[src/rtl/player_ctrl.sv]
// Music player control FSM: song select with wrap, play/pause, restart strobe to the sequencer.
// Optional AUTO_NEXT_EN: at song end advance to the next song and keep playing.
module player_ctrl #(
  parameter int unsigned NUM_SONGS = 4,
  parameter int unsigned SONG_W    = 2
) (
  input  logic              clk,
  input  logic              reset,
  input  logic              play_button,
  input  logic              next,
  input  logic              prev,
  input  logic              song_done,
  output logic              play,
  output logic              reset_play,
  output logic [SONG_W-1:0] song,
  output logic              busy
);

  localparam logic [SONG_W-1:0] LastSong = SONG_W'(NUM_SONGS - 1);

  typedef enum logic [2:0] {
    StReset   = 3'd0,
    StPaused  = 3'd1,
    StPlaying = 3'd2,
    StChange  = 3'd3,
    StEnd     = 3'd4
  } state_e;

  state_e            state_q, state_d;
  logic              play_q, play_d;
  logic              reset_play_q, reset_play_d;
  logic              busy_q, busy_d;
  logic [SONG_W-1:0] song_q, song_d;
  logic [SONG_W-1:0] song_inc, song_dec;
  logic              song_valid;

  // Wrap-around neighbours; NUM_SONGS need not be a power of two.
  always_comb begin
    song_inc = (song_q == LastSong) ? '0 : song_q + 1'b1;
    song_dec = (song_q == '0) ? LastSong : song_q - 1'b1;
  end

  assign song_valid = (32'(song_q) < NUM_SONGS);

  always_comb begin
    state_d      = state_q;
    play_d       = play_q;
    song_d       = song_q;
    reset_play_d = 1'b0;
    busy_d       = 1'b0;

    case (state_q)
      StReset: begin
        state_d = StPaused;
        play_d  = 1'b0;
        song_d  = '0;
      end

      StPaused, StPlaying: begin
        if (song_done && (state_q == StPlaying)) begin
          state_d      = StEnd;
          reset_play_d = 1'b1;
          busy_d       = 1'b1;
        end else if (next) begin
          state_d      = StChange;
          song_d       = song_inc;
          reset_play_d = 1'b1;
          busy_d       = 1'b1;
        end else if (prev) begin
          state_d      = StChange;
          song_d       = song_dec;
          reset_play_d = 1'b1;
          busy_d       = 1'b1;
        end else if (play_button) begin
          if (state_q == StPlaying) begin
            state_d = StPaused;
            play_d  = 1'b0;
          end else begin
            state_d = StPlaying;
            play_d  = 1'b1;
          end
        end
      end

      StChange: begin
        state_d = play_q ? StPlaying : StPaused;
      end

      StEnd: begin
`ifdef AUTO_NEXT_EN
        // Second restart strobe so the sequencer starts the new song from its first note.
        state_d      = StPlaying;
        song_d       = song_inc;
        play_d       = 1'b1;
        reset_play_d = 1'b1;
`else
        state_d = StPaused;
        play_d  = 1'b0;
`endif
      end

      default: begin
        state_d = StPaused;
        play_d  = 1'b0;
        song_d  = song_valid ? song_q : '0;
      end
    endcase
  end

  always_ff @(posedge clk) begin
    if (reset) begin
      state_q      <= StReset;
      play_q       <= 1'b0;
      song_q       <= '0;
      reset_play_q <= 1'b1;
      busy_q       <= 1'b1;
    end else begin
      state_q      <= state_d;
      play_q       <= play_d;
      song_q       <= song_d;
      reset_play_q <= reset_play_d;
      busy_q       <= busy_d;
    end
  end

  assign play       = play_q;
  assign reset_play = reset_play_q;
  assign song       = song_q;
  assign busy       = busy_q;

  song_in_range_a : assert property (@(posedge clk) disable iff (reset) song_valid);

`ifndef AUTO_NEXT_EN
  rp_single_cycle_a : assert property (@(posedge clk) disable iff (reset)
    reset_play |=> !reset_play);
`endif

endmodule

[config.mk]
export PLATFORM = sky130hd
export DESIGN_NAME = player_ctrl
export DESIGN_NICKNAME = d
export VERILOG_FILES = /design/src/rtl/player_ctrl.sv
export SDC_FILE = /design/constraint.sdc
export NUM_CORES = 1
export LEC_CHECK = 0
export ABC_CLOCK_PERIOD_IN_PS = 1800
export CORE_AREA = 2 2 39 41
export DETAILED_ROUTE_END_ITERATION = 7
export DIE_AREA = 0 0 41 43
export SYNTH_ARGS = -nofsm -noshare
export SYNTH_HDL_FRONTEND = slang
export SYNTH_SLANG_ARGS = --single-unit
[constraint.sdc]
create_clock -name clk -period 1.8 [get_ports clk]
set_clock_uncertainty 0.2 [all_clocks]
set_input_delay 0.36 -clock clk [delete_from_list [all_inputs] [get_ports clk]]
set_output_delay 0.36 -clock clk [all_outputs]
set_load 0.02 [all_outputs]
### Word level (Yosys, flattened, before mapping)

Cells that the tools add are included.

| storage, ports and cells | value |
|---|---|
| output and inout port bits | 5 |
| logic and storage cells | 47 |
| input port bits | 6 |
| bits in registers | 7 |

| operators by class | value |
|---|---|
| eq/ne operators | 10 |
| add/subtract/negate cells | 2 |
| reduce and logical (&&, ||, !) cells | 7 |
| bitwise gates (word level) | 1 |
| muxes and demuxes | 23 |

Operators with widths:

| cell | number |
|---|---|
| $mux 2 | 7 |
| $mux 3 | 4 |
| $mux 1 | 9 |
| $ne 2x2->1 const B | 4 |
| $eq 3x2->1 const B | 2 |
| $pmux 3 s2 | 1 |
| $ne 5x5->1 const B | 1 |
| $reduce_and 5->1 | 1 |
| $pmux 2 s2 | 1 |
| $eq 3x1->1 const B | 1 |
| $logic_not 3->1 | 1 |
| $ne 3x3->1 const B | 1 |
| $reduce_and 3->1 | 1 |
| $add 2x1->2 const B | 1 |
| $eq 2x2->1 const B | 1 |
| $logic_not 2->1 | 1 |
| $pmux 1 s2 | 1 |
| $reduce_bool 2->1 | 1 |
| $reduce_or 2->1 | 1 |
| $sub 2x1->2 const B | 1 |
| $logic_and 1x1->1 | 1 |
| $not 1->1 | 1 |

### Depth between registers and ports, before layout

| logic depth | value |
|---|---|
| depth in word-level cells | 7 |
| gate-level depth with buffers | 5 |
| mapped depth without buffers | 5 |

### Worst setup path after synthesis

OpenSTA, ideal clock, no wires.

| timing path | value |
|---|---|
| path type | register to register |
| start | reg song_q[0], in the netlist song[0] |
| end | reg song_q[0], in the netlist song[0] |
| arrival time | 1.109 ns |
| clock period less this slack | 1.437 ns |
| buffers on the path | 0 |
| stages on the path, launching flop included | 6 |
| required time | 1.472 ns |
| library setup time | 0.128 ns |
| slack | 0.363 ns |
| cell sequence | dfxtp_1 -> inv_1 -> ha_1 -> and2b_4 -> o211ai_1 -> mux2i_1 |

| between the ends | value |
|---|---|
| cells in the longest elaborated chain, start to end | 6 |
| elaborated cells between the ends (all ways) | 10 |
| those cells by class | add/sub: 2; eq/ne: 1; mux: 6; reduce/logical: 1 |

RTL lines:

| element | line | source |
|---|---|---|
| start: declaration | 33 | `logic [SONG_W-1:0] song_q, song_d;` |
| start signal: assignment | 120 | `song_q <= song_d;` |
| $sub 2x1->2 or $logic_not 2->1 (tied branches) | 40 | `song_dec = (song_q == '0) ? LastSong : song_q - 1'b1;` |
| $mux 2 | 40 |  |
| $mux 2 | 69 | `end else if (prev) begin` |
| $mux 2 * | 64 | `end else if (next) begin` |
| $mux 2 * | 60 | `if (song_done && (state_q == StPlaying)) begin` |
| $pmux 2 s2 * | 52 | `case (state_q)` |

Every way passes the cells marked *; elsewhere a longest branch is shown, timed or not. The select of a mux whose other input is x is not followed.
A chain may end at the register's enable or synchronous reset.

==> results <==
- STA classifies the critical path startpoint as a flip-flop.
- Timing would allow up to 575 MHz.
- Leaving out filler cells and counting taps, the final layout contains 84.
- Measured against its own limit, the worst slew margin works out to 0.723.
- The setup path with the least slack is of type reg -> out.
- The number of cells produced by synthesis is 51.
- The mean number of vias per cell is 5.29.
- The die outline width is 41 um.
- In this run the power density over the cells is 778 nW/um^2.
- Max-cap violations in this run came to 0.
- The distinct cell type count after synthesis is 33.
- The worst path arrival time is 1180 ps.
- Routability-driven placement finished with a final weighted congestion of 0.730.
- The number of warnings reported in the yosys synthesis log is 0.
- The analysis attributes to cell leakage a power of 0.000270 uW.
- The max-slew violation count is 0.
- The largest net degree at the start of global routing is 12.
- The run finished with clean final reports.
- The cell class contributing the biggest share of worst-path delay is buffers and inverters.
- CTS built an H-tree with a depth of 1.
- The setup total negative slack is 0 ps.
- Counting both buffers and inverters, the worst setup path holds a total of 1.
- The share of synthesized area occupied by flip-flops and latches is 0.312.
- The number of detailed-routing iterations run before antenna repair is 4.
- For this block, the routed nets add up to 1090 um of wire.
- The worst-case IR drop observed on VDD is 0.000290 V.
- After clock tree synthesis, the clock-pin slew on the worst setup and hold paths is 50 ps.
- The total of buffers placed on input and output ports is 10.
- The clock reaches the later pin of the worst-skew pair after 260 ps.
- The reg-to-reg setup timing slack is 230 ps.
- The number of hold-slack violations in the final timing report is 0.
- Once placement completed, the tool counted placed cells totaling 80.
- The worst-margin pin slew is 414 ps.
- In this run the worst path has a maximum fanout of 2.
- For this run, the slowest stage of the critical path takes 600 ps.
- The row count is 14.
- The count of inserted antenna diode cells is 0.
- Hold timing on the final database bottoms out at a slack of 322 ps.
- The layout-stage area growth over the synthesis result is 39.0%.
- The total die area is 1760 sq um.
- After detailed routing, the number of remaining DRC violations is 0.
- Among all stages on the critical path, the largest delay is contributed by clkdlybuf4s50_1.
- The initial utilization of the core area, before any placement, comes to 0.325.
- The detailed-route via count is 444.
- The library cells used most frequently in the layout, excluding fill and tap cells, are dfxtp_1 (7), clkdlybuf4s50_1 (7), buf_4 (6), inv_1 (4), nor2_1 (4).
- The core footprint is 1380 sq um.
- When the netlist entered floorplanning its net count stood at 59.
- Setup repair after global routing left no endpoint under its margin.
- In the global route stage, overall resource usage came out at 0.160.
- The final layout contains 77 nets.
- The initial antenna violation count was 0.
- The share of final-layout standard cells stronger than drive strength 1 is 0.162.
- The longest clock path from root to sink contains 2 buffers.
- Counting the buffers created by CTS gives 3.
- Dividing the final minimum period by the clock period gives 0.966.
- The first global-routing pass estimated 1790 um of wire.
- The count of nets left with antenna violations after detail routing is 0.
- For this design the top-level I/O count stands at 11.
- Setup violations remaining at the end of the flow were counted as 0.
- The wire-length estimate of the detail-placed layout is 745 um.
- The cell area that synthesis handed to floorplanning was 449 sq um.
- The number of DRC markers after the initial detailed-route iteration is 19.
- Walking the worst path, the cells encountered are clkdlybuf4s50_1.
- STA classifies the critical path endpoint as a primary output.
- The kind of path behind the tightest hold check is reg -> reg.
- The cell chosen for the clock root is clkbuf_4.
- The required time at the endpoint of the critical path is 1240 ps.
- The clock tree from TritonCTS is done.
- The synthesized design contains 7 register bits.
- The leftover overflow at the end of global routing is 0.
- The number of sinks driven by the clock tree is 7.
- The die extent in y is 43 um.
- The overall power consumption is 486 uW.
- The routed wirelength normalized by instance count is 12.9 um.
- The via count of the first global-routing pass is 426.
- The worst path in the final design needs a cycle of 1740 ps, including I/O delays and setup.
- The mean instance size in the synthesized netlist is 8.81 sq um.
- The hold buffer count at cts is 0.
==> layer usage <==
metal  global-route usage  routed length, um
met1                0.178                475
met2                0.241                516
met3               0.0314                 52
met4                0.140                 43
met5                    0                  0
==> layout make-up <==
| class | instances | area (sq um) |
|---|---|---|
| Fill cell | 143 | 759 |
| Inverter | 4 | 15.0 |
| Timing Repair Buffer | 16 | 145 |
| Multi-Input combinational cell | 37 | 278 |
| Sequential cell | 7 | 140 |
| Clock buffer | 4 | 26.3 |
| Tap cell | 16 | 20.0 |
==> final timing paths <==
path                    from  cells after the start          to
setup / recovery        busy                      1  reset_play
hold / removal       song[1]                      2     song[1]
setup reg to reg  state_q[0]                      3  state_q[0]
hold reg to reg      song[1]                      2     song[1]
==> where the power goes <==
| part | leakage, uW | internal (uW) | total (uW) | switching (uW) |
|---|---|---|---|---|
| Combinational | 0.000197 | 80.3 | 149 | 68.4 |
| Sequential | 0.0000577 | 170 | 189 | 18.7 |
| Clock | 0.0000150 | 84.9 | 148 | 63.3 |
==> cells in the mapped netlist <==
| cell type | instances | share of area |
|---|---|---|
| dfxtp_1 | 7 | 0.31 |
| inv_1 | 4 | 0.033 |
| nor2_1 | 4 | 0.033 |
| nor3_1 | 3 | 0.033 |
| buf_2 | 2 | 0.022 |
| ha_1 | 2 | 0.056 |
| mux2i_1 | 2 | 0.045 |
| nand2b_1 | 2 | 0.028 |
| a2111oi_0 | 1 | 0.020 |
| a211oi_1 | 1 | 0.017 |
| a21oi_1 | 1 | 0.011 |
| a22oi_1 | 1 | 0.017 |
| a31oi_1 | 1 | 0.014 |
| a41o_1 | 1 | 0.022 |
| and2b_4 | 1 | 0.022 |
| and3_1 | 1 | 0.014 |
| and3b_1 | 1 | 0.020 |
| and4b_1 | 1 | 0.022 |
| buf_4 | 1 | 0.017 |
| nand3_1 | 1 | 0.011 |
| nand3b_1 | 1 | 0.017 |
| nand4bb_1 | 1 | 0.025 |
| nor2b_1 | 1 | 0.014 |
| o211ai_1 | 1 | 0.017 |
| o21a_1 | 1 | 0.017 |
| o21ai_0 | 1 | 0.011 |
| o21ai_1 | 1 | 0.011 |
| o21bai_1 | 1 | 0.017 |
| o221a_1 | 1 | 0.025 |
| or2_1 | 1 | 0.014 |
| or3b_4 | 1 | 0.025 |
| xnor2_1 | 1 | 0.020 |
| xor2_1 | 1 | 0.020 |
==> per-stage QoR <==
step | util | cell area, sq um | worst slack, ps
final | 0.451 | 624 | 61.3
after global routing | 0.451 | 624 | 8.53
after CTS | 0.448 | 621 | 30.8
after detailed placement | 0.431 | 597 | -187
after global placement | 0.431 | 597 | -149
after floorplan | - | 449 | 363
==> kinds of logic after synthesis <==
family                     Yosys count  share of synthesized area
xor gates and xnor gates             2                     0.0390
AOI/OAI and AO/OA                   12                      0.198
muxes                                2                     0.0446
buffers and inverters                7                     0.0724
adders and majority gates            2                     0.0557
DFF                                  7                      0.312
and+or+nand+nor                     19                      0.279
==> timing repair <==
action / in CTS / in global routing
buffers inserted: 0 / 0
endpoints found under the setup margin: 2 / 2
gates resized for setup: 2 / 2
==> state kept, by name, indices dropped and copies added (netlist names) <==
| signal | cells |
|---|---|
| state_q | 3 |
| play | 1 |
| song | 2 |
| busy | 1 |
No activity file was read; power rests on OpenSTA's default activity.
